===== src/rtl/div_pkg.sv =====
// Shared definitions for the divider arbiter: FSM states, response error codes, default width.
package div_pkg;

    localparam int DEF_W = 8;

    typedef enum logic [2:0] {
        S_IDLE      = 3'd0,
        S_ISSUE     = 3'd1,
        S_WAIT_BUSY = 3'd2,
        S_WAIT_DONE = 3'd3,
        S_RESP      = 3'd4
    } state_t;

    localparam logic [1:0] ERR_OK  = 2'b00;
    localparam logic [1:0] ERR_DVZ = 2'b01;
    localparam logic [1:0] ERR_OVF = 2'b10;
    localparam logic [1:0] ERR_TMO = 2'b11;

endpackage


===== src/rtl/div_arbiter_if.sv =====
// Bundle of requester-side and divider-side signals around div_arbiter.
// master = the arbiter; slave = the requesters plus the divider unit.
interface div_arbiter_if #(
    parameter int N = 4,
    parameter int W = div_pkg::DEF_W
);
    logic [N-1:0]   req;
    logic [N*W-1:0] req_a;
    logic [N*W-1:0] req_b;
    logic [N-1:0]   gnt;
    logic [N-1:0]   resp_valid;
    logic [W-1:0]   resp_q;
    logic [W-1:0]   resp_r;
    logic [1:0]     resp_err;
    logic           div_start;
    logic [W-1:0]   div_a;
    logic [W-1:0]   div_b;
    logic           div_busy;
    logic           div_valid;
    logic           div_dvz;
    logic           div_ovf;
    logic [W-1:0]   div_q;
    logic [W-1:0]   div_r;
    logic           arb_busy;

    modport master (
        input  req, req_a, req_b, div_busy, div_valid, div_dvz, div_ovf, div_q, div_r,
        output gnt, resp_valid, resp_q, resp_r, resp_err, div_start, div_a, div_b, arb_busy
    );

    modport slave (
        output req, req_a, req_b, div_busy, div_valid, div_dvz, div_ovf, div_q, div_r,
        input  gnt, resp_valid, resp_q, resp_r, resp_err, div_start, div_a, div_b, arb_busy
    );
endinterface


===== src/rtl/div_arbiter_rr_picker.sv =====
// Combinational round-robin selector: first set req bit at or after ptr, wrapping at N.
module rr_picker #(
    parameter int N  = 4,
    parameter int PW = 2
) (
    input  logic [N-1:0]  req,
    input  logic [PW-1:0] ptr,
    output logic [N-1:0]  gnt,
    output logic [PW-1:0] idx,
    output logic          any
);
    localparam logic [PW:0] NV = (PW + 1)'(N);

    always_comb begin
        logic [PW:0] pos;
        gnt = '0;
        idx = '0;
        any = 1'b0;
        pos = '0;
        for (int i = 0; i < N; i++) begin
            pos = {1'b0, ptr} + (PW + 1)'(i);
            if (pos >= NV) pos = pos - NV;
            if (!any && req[pos[PW-1:0]]) begin
                any               = 1'b1;
                gnt[pos[PW-1:0]]  = 1'b1;
                idx               = pos[PW-1:0];
            end
        end
    end
endmodule


===== src/rtl/div_arbiter.sv =====
// Round-robin arbiter sharing one sequential divider among N requesters.
// Optional watchdog enabled by defining DIV_ARB_TIMEOUT_EN (limit TMO cycles).
module div_arbiter
    import div_pkg::*;
#(
    parameter int N   = 4,
    parameter int W   = DEF_W,
    parameter int TMO = 255
) (
    input  logic          clk,
    input  logic          rst_n,
    div_arbiter_if.master bus
);
    localparam int PW = (N > 1) ? $clog2(N) : 1;

    if (N < 2 || N > 8 || TMO < 1) begin : g_bad_params
        $error("div_arbiter: N must be 2..8 and TMO >= 1");
    end

    state_t          state, state_n;
    logic [PW-1:0]   ptr, owner, pick_idx;
    logic [N-1:0]    pick_gnt, gnt_c;
    logic            pick_any;
    logic [W-1:0]    op_a, op_b, sel_a, sel_b, res_q, res_r;
    logic [1:0]      res_err;
    logic            take, cap_ok, cap_abort, cap_tmo, tmo_hit;

    rr_picker #(.N(N), .PW(PW)) u_pick (
        .req (bus.req),
        .ptr (ptr),
        .gnt (pick_gnt),
        .idx (pick_idx),
        .any (pick_any)
    );

    always_comb begin
        sel_a = '0;
        sel_b = '0;
        for (int i = 0; i < N; i++) begin
            if (pick_idx == PW'(i)) begin
                sel_a = bus.req_a[i*W +: W];
                sel_b = bus.req_b[i*W +: W];
            end
        end
    end

`ifdef DIV_ARB_TIMEOUT_EN
    localparam int CW = $clog2(TMO + 1);
    logic [CW-1:0] tmo_cnt;

    // Counts cycles spent waiting on the divider; restarts with every new grant.
    always_ff @(posedge clk or negedge rst_n) begin
        if (!rst_n) begin
            tmo_cnt <= '0;
        end else if (take) begin
            tmo_cnt <= '0;
        end else if (state == S_WAIT_BUSY || state == S_WAIT_DONE) begin
            tmo_cnt <= tmo_cnt + CW'(1);
        end
    end

    assign tmo_hit = (tmo_cnt == CW'(TMO - 1));
`else
    assign tmo_hit = 1'b0;
`endif

    always_ff @(posedge clk or negedge rst_n) begin
        if (!rst_n) state <= S_IDLE;
        else        state <= state_n;
    end

    always_comb begin
        state_n   = state;
        gnt_c     = '0;
        take      = 1'b0;
        cap_ok    = 1'b0;
        cap_abort = 1'b0;
        cap_tmo   = 1'b0;
        case (state)
            S_IDLE: begin
                if (pick_any) begin
                    gnt_c   = pick_gnt;
                    take    = 1'b1;
                    state_n = S_ISSUE;
                end
            end
            S_ISSUE: state_n = S_WAIT_BUSY;
            S_WAIT_BUSY: begin
                if (bus.div_valid) begin
                    cap_ok  = 1'b1;
                    state_n = S_RESP;
                end else if (tmo_hit) begin
                    cap_tmo = 1'b1;
                    state_n = S_RESP;
                end else if (bus.div_busy) begin
                    state_n = S_WAIT_DONE;
                end
            end
            S_WAIT_DONE: begin
                // A result arriving as busy falls wins over the abort interpretation.
                if (bus.div_valid) begin
                    cap_ok  = 1'b1;
                    state_n = S_RESP;
                end else if (tmo_hit) begin
                    cap_tmo = 1'b1;
                    state_n = S_RESP;
                end else if (!bus.div_busy) begin
                    cap_abort = 1'b1;
                    state_n   = S_RESP;
                end
            end
            S_RESP:  state_n = S_IDLE;
            default: state_n = S_IDLE;
        endcase
    end

    always_ff @(posedge clk or negedge rst_n) begin
        if (!rst_n) begin
            ptr     <= '0;
            owner   <= '0;
            op_a    <= '0;
            op_b    <= '0;
            res_q   <= '0;
            res_r   <= '0;
            res_err <= ERR_OK;
        end else begin
            if (take) begin
                owner <= pick_idx;
                op_a  <= sel_a;
                op_b  <= sel_b;
            end
            if (cap_ok) begin
                res_q   <= bus.div_q;
                res_r   <= bus.div_r;
                res_err <= ERR_OK;
            end else if (cap_abort || cap_tmo) begin
                res_q   <= '0;
                res_r   <= '0;
                res_err <= cap_tmo ? ERR_TMO : (bus.div_dvz ? ERR_DVZ : ERR_OVF);
            end
            if (state == S_RESP) begin
                ptr <= (owner == PW'(N - 1)) ? '0 : owner + PW'(1);
            end
        end
    end

    assign bus.gnt        = gnt_c;
    assign bus.div_start  = (state == S_ISSUE);
    assign bus.div_a      = op_a;
    assign bus.div_b      = op_b;
    assign bus.resp_valid = (state == S_RESP) ? (N'(1) << owner) : '0;
    assign bus.resp_q     = res_q;
    assign bus.resp_r     = res_r;
    assign bus.resp_err   = res_err;
    assign bus.arb_busy   = (state != S_IDLE);
endmodule


===== src/flat_wrapper.sv =====
// flat-port wrapper written by rule: the top's interface ports become plain ports
module div_arbiter_flat import div_pkg::*;
#(
    parameter int N   = 4,
    parameter int W   = DEF_W,
    parameter int TMO = 255
)
  (clk, rst_n, bus_req, bus_req_a, bus_req_b, bus_div_busy, bus_div_valid, bus_div_dvz, bus_div_ovf, bus_div_q, bus_div_r, bus_gnt, bus_resp_valid, bus_resp_q, bus_resp_r, bus_resp_err, bus_div_start, bus_div_a, bus_div_b, bus_arb_busy);
  div_arbiter_if #(.N(N), .W(W)) bus_i ();
  input  logic clk;
  input  logic rst_n;
  input wire logic [$bits(bus_i.req)-1:0] bus_req;
  input wire logic [$bits(bus_i.req_a)-1:0] bus_req_a;
  input wire logic [$bits(bus_i.req_b)-1:0] bus_req_b;
  input wire logic [$bits(bus_i.div_busy)-1:0] bus_div_busy;
  input wire logic [$bits(bus_i.div_valid)-1:0] bus_div_valid;
  input wire logic [$bits(bus_i.div_dvz)-1:0] bus_div_dvz;
  input wire logic [$bits(bus_i.div_ovf)-1:0] bus_div_ovf;
  input wire logic [$bits(bus_i.div_q)-1:0] bus_div_q;
  input wire logic [$bits(bus_i.div_r)-1:0] bus_div_r;
  output wire logic [$bits(bus_i.gnt)-1:0] bus_gnt;
  output wire logic [$bits(bus_i.resp_valid)-1:0] bus_resp_valid;
  output wire logic [$bits(bus_i.resp_q)-1:0] bus_resp_q;
  output wire logic [$bits(bus_i.resp_r)-1:0] bus_resp_r;
  output wire logic [$bits(bus_i.resp_err)-1:0] bus_resp_err;
  output wire logic [$bits(bus_i.div_start)-1:0] bus_div_start;
  output wire logic [$bits(bus_i.div_a)-1:0] bus_div_a;
  output wire logic [$bits(bus_i.div_b)-1:0] bus_div_b;
  output wire logic [$bits(bus_i.arb_busy)-1:0] bus_arb_busy;
  assign bus_i.req = bus_req;
  assign bus_i.req_a = bus_req_a;
  assign bus_i.req_b = bus_req_b;
  assign bus_i.div_busy = bus_div_busy;
  assign bus_i.div_valid = bus_div_valid;
  assign bus_i.div_dvz = bus_div_dvz;
  assign bus_i.div_ovf = bus_div_ovf;
  assign bus_i.div_q = bus_div_q;
  assign bus_i.div_r = bus_div_r;
  assign bus_gnt = bus_i.gnt;
  assign bus_resp_valid = bus_i.resp_valid;
  assign bus_resp_q = bus_i.resp_q;
  assign bus_resp_r = bus_i.resp_r;
  assign bus_resp_err = bus_i.resp_err;
  assign bus_div_start = bus_i.div_start;
  assign bus_div_a = bus_i.div_a;
  assign bus_div_b = bus_i.div_b;
  assign bus_arb_busy = bus_i.arb_busy;
  div_arbiter #(.N(N), .W(W), .TMO(TMO)) u_core (.clk(clk), .rst_n(rst_n), .bus(bus_i));
endmodule

===== config.mk =====
export PLATFORM = sky130hd
export DESIGN_NAME = div_arbiter_flat
export DESIGN_NICKNAME = d
export VERILOG_FILES = /design/src/rtl/div_pkg.sv /design/src/rtl/div_arbiter_if.sv /design/src/rtl/div_arbiter_rr_picker.sv /design/src/rtl/div_arbiter.sv /design/src/flat_wrapper.sv
export SDC_FILE = /design/constraint.sdc
export NUM_CORES = 1
export LEC_CHECK = 0
export BUFFER_PORTS_ARGS = -buffer_cell sky130_fd_sc_hd__buf_2
export CAP_MARGIN = 20
export CORE_MARGIN = 1
export CORE_UTILIZATION = 41
export DETAILED_ROUTE_END_ITERATION = 8
export PLACE_DENSITY_LB_ADDON = 0.08
export SYNTH_ARGS = -nofsm -noshare
export SYNTH_HDL_FRONTEND = slang
export SYNTH_SLANG_ARGS = --single-unit

===== constraint.sdc =====
create_clock -name clk -period 2.76 [get_ports clk]
set_input_delay 0 -clock clk [delete_from_list [all_inputs] [get_ports clk]]
set_output_delay 0 -clock clk [all_outputs]
set_load 0.02 [all_outputs]

==> results of run 1 <==
state kept, by name, indices dropped and copies added (netlist names):
register	flops
u_core.bus.div_a	8
u_core.bus.div_b	8
u_core.bus.resp_q	8
u_core.bus.resp_r	8
u_core.state	3
u_core.bus.resp_err	2
u_core.owner	2
u_core.ptr	2
cells by family after synthesis:
family                   count (synthesis)
AND/OR/NAND/NOR                         58
AO/OA/AOI/OAI                           54
adder cells (fa/ha/maj)                 11
flip-flops                              41
buffers and inverters                   26
multiplexers                            45
power by group:
group          internal (uW)  switching (uW)
clock                    263             201
sequential               892             189
combinational           1170            1520
total                   2330            1910
per-stage QoR:
step / util, % / setup slack (ps) / cell area, sq um
after floorplan: - / 49.08 / 2619
after global placement: 55.42 / 262.7 / 3339
after detailed placement: 55.42 / 184.1 / 3339
after CTS: 60.13 / 169.4 / 3623
after global routing: 60.24 / 45.74 / 3630
final: 60.24 / 189.6 / 3630
synth_stat cells, types with 5 or more instances:
master    instances  area share [%]
a22o_1           16             5.4
buf_6             7             3.0
clkbuf_1          6            0.86
dfrtp_1          41              39
ha_1             11             5.3
inv_1             8             1.1
mux2_2            5             2.1
mux2i_1          37              14
nand2_1          23             3.3
nand2b_1          5             1.2
nor2_1           12             1.7
o221ai_1         10             3.3
o221ai_2          6             3.4
layer usage:
metal  global-route usage [%]  wire length, um  vias up
met2                    35.12             3456       72
met4                    4.912               49        0
met5                        0                0        -
li1                         -                -     1172
met1                    23.12             2782     1138
met3                    3.667              283        4
final timing paths:
| path | to | cells after the start | start | slack [ps] |
|---|---|---|---|---|
| max | u_core.bus.div_a[2] | 9 | u_core.ptr[1] | 190 |
| min | u_core.bus.div_b[2] | 3 | bus_req_b[2] | 30 |
| max reg2reg | u_core.bus.div_a[2] | 9 | u_core.ptr[1] | 190 |
| min reg2reg | u_core.bus.div_a[3] | 2 | u_core.bus.div_a[3] | 490 |
| max in group asynchronous | u_core.bus.resp_r[6] | 2 | rst_n | 1780 |
| min in group asynchronous | u_core.bus.resp_q[1] | 2 | rst_n | 390 |
worst reg2reg max path, delay by kind of cell (launching register included):
family	cells	cell delay [ps]
DFF	1	350
and+or+nand+nor	2	460
adders and majority gates	1	370
AOI/OAI and AO/OA	3	390
muxes	1	650
buffers and inverters	2	260
cell type report:
| class | count | area, sq um |
|---|---|---|
| inverters | 8 | 30.03 |
| clock buffers | 5 | 68.82 |
| fillers | 532 | 2396 |
| multi-input cells | 168 | 1435 |
| well taps | 75 | 93.84 |
| flip-flops and latches | 41 | 1026 |
| clock inverters | 2 | 35.03 |
| repair buffers | 160 | 940.9 |
repair_timing:
action	CTS	global route
endpoints found under the hold margin	58	0
resized for setup	0	1
hold buffers	18	0
setup endpoints to repair	0	1
==> results.toml, run 1 <==
[global_routing]
grt-ovfl-total = 0
antenna_found_initial = 0
grt_start_max_net_pins = 42
grt_util_all_layers_pct = 19.31
grt_pass1_wl_um = 9984
grt_pass1_vias = 2246

[sta]
finalClockSkew_ps = 9.506
slew_headroom_pct = 38.38
finalMaxSlewViolations = 0
fmax_ghz = 0.3891
rsz0062_at_grt = "false"
setup_viol = 0
worst_slew_pin_slew_ps = 924.3
period_needed_ps = 2570
fin_tns_setup_ps = 0
hold_ws_ps = 31.65
finalCritPeriodShare_pct = 93.13
finalHoldViolCount = 0

[power]
total_power_uw = 4233
p_leak_uw = 0.001856
power_density_nw_per_um2 = 1166
vdd_drop_max_uv = 660.8

[synthesis]
synth_warnings = 0
seq_area_frac_synth_pct = 39.18
syn_area_sq_um = 2619
syn_nets = 336
postSynthAreaPerCell_sq_um = 11.14
synthAdderAreaFrac_pct = 5.256
synth_compound_area_share_pct = 18.49
ys_async_sr_fraction_pct = 100.0
synthFlopType = "dfrtp_1"
synth-simple-area-share_pct = 11.80
synth_edf_count = 0
synth-xor-area-share_pct = 0
yosysUniqueCellTypes = 41
synth_top_family_by_area = "multiplexers"
syn_inst = 235
synth-seq-cells = 41
muxShareOfSynthArea_pct = 19.02

[finish]
n_antenna_cell = 0
nets = 485
layout_commonest_cell = "buf_2"
area_growth_pct = 38.60
final_cell_mix = "buf_2, dfrtp_1, mux2i_1"
layout-drive-gt1-share_pct = 43.75
layout.cells.non_filler = 459

[setup_path]
critPathKind = "register to register"
crit_path_end_kind = "register"
crit_path_start_kind = "register"
slowest_delay_ps = 650
cp_slowest_cell = "mux4_2"
worst_ep_required_time_ps = 2960
critPathArrivalTime_ps = 2770
worstPathMaxFanout = 17
cp_num_buf_inv = 2
cp_cell_sequence = "inv_1 > ha_1 > mux4_2 > nor2b_4 > o21a_1 > a31oi_1 > or2_1 > buf_12 > o221ai_1"
critical-path-top-delay-family = "multiplexers"

[floorplan]
start_util_pct = 43.46
rows = 28
core_sq_um = 6026
die_h_um = 81.92
io_pins = 134
fp.dieW_um = 81.92
dieArea_sq_um = 6711

[routing]
via_count = 2386
wl_um = 6572
wl_per_cell_um = 14.32
drt_drc_violations_left = 0
drtPass1Iterations = 4
viasPerCell = 5.198
drt_iter0_drc = 79
ant_nets = 0

[place]
dp.cells = 434
io_buffers = 132
dpl.hpwl_um = 4594
gp_congestion = 0.7751

[clock_tree]
cts_sinks = 41
post_cts_buffers = 0
clkLatencyLatePin_ps = 280
cts_root_buffer = "clkbuf_8"
numCtsBuffers = 5
clock_path_buffers = 2
cts-htree-levels = 2
clk_pin_slew_worst_paths_ps = 80
cts_tree = "done"

[run_status]
status = "finished clean"

[hold_path]
holdCritPathClass = "input port to register"

[flow_run]
drv_cap = 0
Note: power is estimated with default switching activity, not from simulation.
==> run 2: changes to the inputs <==
--- a/config.mk
+++ b/config.mk
@@ -8,8 +8,10 @@
 export BUFFER_PORTS_ARGS = -buffer_cell sky130_fd_sc_hd__buf_2
 export CAP_MARGIN = 20
 export CORE_MARGIN = 1
-export CORE_UTILIZATION = 41
+export CORE_UTILIZATION = 43
+export CTS_BUF_LIST = sky130_fd_sc_hd__clkbuf_8
 export DETAILED_ROUTE_END_ITERATION = 8
+export HOLD_SLACK_MARGIN = 0.12
 export PLACE_DENSITY_LB_ADDON = 0.08
 export SYNTH_ARGS = -nofsm -noshare
 export SYNTH_HDL_FRONTEND = slang
==> results.toml, run 2 (synthesized netlist as in run 1, its figures left out) <==
[power]
vdd_drop_max_uv = 601.5
power_density_nw_per_um2 = 1034
total_power_uw = 4502
p_leak_uw = 0.002150

[sta]
fmax_ghz = 0.3827
period_needed_ps = 2613
finalClockSkew_ps = 6.401
finalCritPeriodShare_pct = 94.67
finalHoldViolCount = 0
setup_viol = 0
rsz0062_at_grt = "false"
worst_slew_pin_slew_ps = 941.5
fin_tns_setup_ps = 0
finalMaxSlewViolations = 0
slew_headroom_pct = 37.23

[setup_path]
ff2ff_path_depth = 9
cp_num_buf_inv = 3
worst_ep_required_time_ps = 2760
critPathKind = "register to output port"
cp_slowest_cell = "mux4_2"
crit_path_end_kind = "output port"
slowest_delay_ps = 610
critPathArrivalTime_ps = 2610
critical-path-top-delay-family = "multiplexers"
crit_path_frequent_cell = "nor2_1"
cp.depth = 9
worstPathMaxFanout = 6
cp_cell_sequence = "inv_1 > ha_4 > mux4_2 > buf_4 > a22oi_1 > nor2_1 > a221oi_1 > nor2_1 > buf_2"
crit_path_start_kind = "register"

[hold_path]
min_path_cells = 4
holdCritPathClass = "input port to register"

[routing]
drtPass1Iterations = 4
via_count = 2752
drt_drc_violations_left = 0
viasPerCell = 5.192
wl_um = 8210
drt_iter0_drc = 92
ant_nets = 0
wl_per_cell_um = 15.49

[clock_tree]
clk_pin_slew_worst_paths_ps = 80
cts_sinks = 41
cts_tree = "done"
cts-htree-levels = 2
clkLatencyLatePin_ps = 290
numCtsBuffers = 5
cts_root_buffer = "clkbuf_8"
clock_path_buffers = 2

[floorplan]
io_pins = 134
core_sq_um = 5886
dieArea_sq_um = 6406
start_util_pct = 44.49
rows = 28
die_h_um = 80.04
fp.dieW_um = 80.04

[run_status]
status = "finished clean"

[global_routing]
grt-ovfl-total = 0
grt_pass1_wl_um = 12360
grt_util_all_layers_pct = 24.91
grt_start_max_net_pins = 42
grt_pass1_vias = 2706
antenna_found_initial = 0

[finish]
n_antenna_cell = 0
layout-drive-gt1-share_pct = 38.46
area_growth_pct = 66.17
final_cell_mix = "buf_2, dlygate4sd3_1, dfrtp_1"
nets = 555
layout_commonest_cell = "buf_2"
n_fill_cell = 412

[flow_run]
drv_cap = 0

[place]
io_buffers = 132
dpl.hpwl_um = 4504
gp_congestion = 0.7979
==> run 2: area by class of cell <==
class / instances / area [sq um] / area share, %
inverter: 8 / 30.03 / 0.6901
multi-input combinational: 168 / 1463 / 33.61
sequential: 41 / 1026 / 23.58
timing repair buffer: 230 / 1619 / 37.21
clock buffer: 6 / 82.58 / 1.898
clock inverter: 2 / 37.54 / 0.8626
tap: 75 / 93.84 / 2.156
==> run 2: what timing repair did <==
| action | CTS | global route |
|---|---|---|
| hold endpoints to repair | 77 | 0 |
| setup buffers | 0 | 5 |
| setup endpoints to repair | 4 | 18 |
| hold buffers | 84 | 0 |
| gates resized for setup | 1 | 3 |
| gates cloned | 0 | 0 |
| pin swaps | 0 | 0 |
==> run 2: path summary, 6_finish.rpt <==
kind	startpoint	end	slack, ps
min	bus_div_dvz	u_core.bus.resp_err[0]	170
max in group asynchronous	rst_n	u_core.ptr[1]	1780
min reg2reg	u_core.bus.div_b[7]	u_core.bus.div_b[7]	480
max	u_core.ptr[1]	bus_gnt[0]	150
min in group asynchronous	rst_n	u_core.bus.div_a[7]	360
max reg2reg	u_core.ptr[1]	u_core.bus.div_b[1]	160
==> run 2: metal layers <==
metal / vias to the layer above / global-route usage [%] / wire (um)
met5: - / 0 / 0
met4: 0 / 11.79 / 218
met3: 27 / 4.914 / 330
met2: 101 / 43.25 / 4335
met1: 1307 / 29.36 / 3325
li1: 1317 / - / -
==> run 2: worst min-delay path, cell delays in order <==
cell,delay [ps]
buf_2,100
nor3b_1,130
a21oi_1,110
o21ai_0,80
==> run 2: power breakdown <==
part | internal [uW] | switching (uW) | leakage [uW]
Combinational | 1310 | 1610 | 0.00158
Clock | 294 | 216 | 0.0000574
Sequential | 891 | 189 | 0.000512
Total | 2490 | 2010 | 0.00215
==> run 2: per-stage QoR <==
| step | worst slack (ps) | cells | area (sq um) | util (%) | hold WS, ps |
|---|---|---|---|---|---|
| 6_report | 147.0 | 530 | 4352 | 73.94 | 174.7 |
| 5_1_grt | 1.789 | 530 | 4352 | 73.94 | 216.5 |
| 4_1_cts | 76.01 | 525 | 4287 | 72.83 | 157.2 |
| 3_5_place_dp | 177.3 | 433 | 3319 | 56.40 | 195.8 |
| 3_3_place_gp | 218.1 | 433 | 3319 | 56.40 | 195.1 |
| 2_1_floorplan | 49.08 | 235 | 2619 | - | -295.6 |
==> run 3: changes to the inputs <==
--- a/config.mk
+++ b/config.mk
@@ -5,7 +5,7 @@
 export SDC_FILE = /design/constraint.sdc
 export NUM_CORES = 1
 export LEC_CHECK = 0
-export BUFFER_PORTS_ARGS = -buffer_cell sky130_fd_sc_hd__buf_2
+export BUFFER_PORTS_ARGS = -buffer_cell sky130_fd_sc_hd__buf_4
 export CAP_MARGIN = 20
 export CORE_MARGIN = 1
 export CORE_UTILIZATION = 43
@@ -13,6 +13,7 @@
 export DETAILED_ROUTE_END_ITERATION = 8
 export HOLD_SLACK_MARGIN = 0.12
 export PLACE_DENSITY_LB_ADDON = 0.08
+export SKIP_CTS_REPAIR_TIMING = 1
 export SYNTH_ARGS = -nofsm -noshare
 export SYNTH_HDL_FRONTEND = slang
 export SYNTH_SLANG_ARGS = --single-unit
==> results.toml, run 3 (synthesized netlist as in run 1, its figures left out) <==
[sta]
setup_viol = 0
hold_ws_ps = 59.50
finalHoldViolCount = 0
finalClockSkew_ps = 11.74
fin_tns_setup_ps = 0
finalCritPeriodShare_pct = 94.74
finalMaxSlewViolations = 0
worst_slew_pin_slew_ps = 654.2
slew_headroom_pct = 56.39
fmax_ghz = 0.3824
period_needed_ps = 2615

[routing]
ant_nets = 0
viasPerCell = 5.338
wl_um = 8642
drt_drc_violations_left = 0
via_count = 2797
drt_iter0_drc = 76
wl_per_cell_um = 16.49
drtPass1Iterations = 4

[clock_tree]
cts_root_buffer = "clkbuf_8"
cts_sinks = 41
clk_pin_slew_worst_paths_ps = 90
clkLatencyLatePin_ps = 300
clock_path_buffers = 2
numCtsBuffers = 5
cts_tree = "done"
cts-htree-levels = 2

[finish]
final_cell_mix = "buf_4, dlygate4sd3_1, dfrtp_1"
layout_commonest_cell = "buf_4"
n_fill_cell = 372
area_growth_pct = 76.54
n_antenna_cell = 0
layout-drive-gt1-share_pct = 37.19
fin_area_sq_um = 4623
nets = 549

[setup_path]
crit_path_start_kind = "register"
crit_start = "u_core.ptr[0]"
ff2ff_path_depth = 8
crit_path_end_kind = "register"
cp_slowest_cell = "mux4_2"
endpoint = "u_core.bus.div_a[2]"
critPathArrivalTime_ps = 2770
cp.depth = 8
slowest_delay_ps = 660
r2r_end = "u_core.bus.div_a[2]"
critPathKind = "register to register"
cp_cell_sequence = "inv_1 > ha_1 > mux4_2 > o21bai_1 > a31oi_1 > or2_1 > buf_12 > o221ai_1"
r2r_start = "u_core.ptr[0]"
worstPathMaxFanout = 16
reg2reg_slack_ps = 150
cp_num_buf_inv = 2
worst_ep_required_time_ps = 2920
critical-path-top-delay-family = "multiplexers"

[power]
power_density_nw_per_um2 = 997.2
total_power_uw = 4610
vdd_drop_max_uv = 665.2
p_leak_uw = 0.002226

[place]
dpl_cell_area_sq_um = 3647
gp_congestion = 0.7853
io_buffers = 132
dpl.hpwl_um = 4725

[global_routing]
grt_pass1_vias = 2230
antenna_found_initial = 0
grt_util_all_layers_pct = 20.55
grt-ovfl-total = 0
grt_pass1_wl_um = 10200
grt_start_max_net_pins = 42

[run_status]
status = "finished clean"

[floorplan]
die_h_um = 80.04
fp.dieW_um = 80.04
start_util_pct = 44.49
dieArea_sq_um = 6406
core_sq_um = 5886
io_pins = 134
rows = 28

[flow_run]
drv_cap = 0

[hold_path]
min_path_cells = 4
holdCritPathClass = "input port to register"
-- run 3: stage by stage --
| stage | setup slack [ps] | utilization (%) | std cells |
|---|---|---|---|
| floorplan | 49.08 | - | 235 |
| global placement | 236.5 | 61.97 | 431 |
| detailed placement | 209.2 | 61.97 | 431 |
| CTS | -32.20 | 63.86 | 439 |
| global route | -37.88 | 78.55 | 524 |
| finish | 145.2 | 78.55 | 524 |
-- run 3: layer usage --
layer,wire [um],track usage [%],vias to the layer above
li1,-,-,1307
met1,3368,25.31,1366
met2,4632,34.79,104
met3,434,5.029,20
met4,207,7.321,0
met5,0,0,-
-- run 3: where the power goes --
part | total [uW] | switching (uW) | internal (uW) | leakage [uW]
Clock | 484 | 216 | 268 | 0.0000595
Combinational | 3030 | 1610 | 1420 | 0.00166
Sequential | 1100 | 206 | 892 | 0.000512
Total | 4610 | 2030 | 2580 | 0.00223
-- run 3: how the worst min path moves through the flow --
stage / start / end
detailed placement: rst_n / u_core.bus.div_a[7]
finish: bus_div_dvz / u_core.bus.resp_err[1]
CTS: rst_n / u_core.bus.div_a[7]
global placement: rst_n / u_core.bus.div_a[7]
global route: bus_div_dvz / u_core.bus.resp_err[1]
floorplan: rst_n / u_core.bus.div_a[0]
-- run 3: layout make-up --
type | instances | area, sq um | share of cell area (%)
clock buffers | 5 | 68.82 | 1.488
clock inverters | 3 | 42.54 | 0.9202
inverters | 8 | 30.03 | 0.6495
multi-input cells | 168 | 1444 | 31.23
flip-flops and latches | 41 | 1026 | 22.19
well taps | 75 | 93.84 | 2.030
repair buffers | 224 | 1918 | 41.49
-- run 3: worst min-delay path: stages --
cell and delay [ps]:
buf_4 80, nor3_1 40, a21oi_1 100, o21ai_0 80
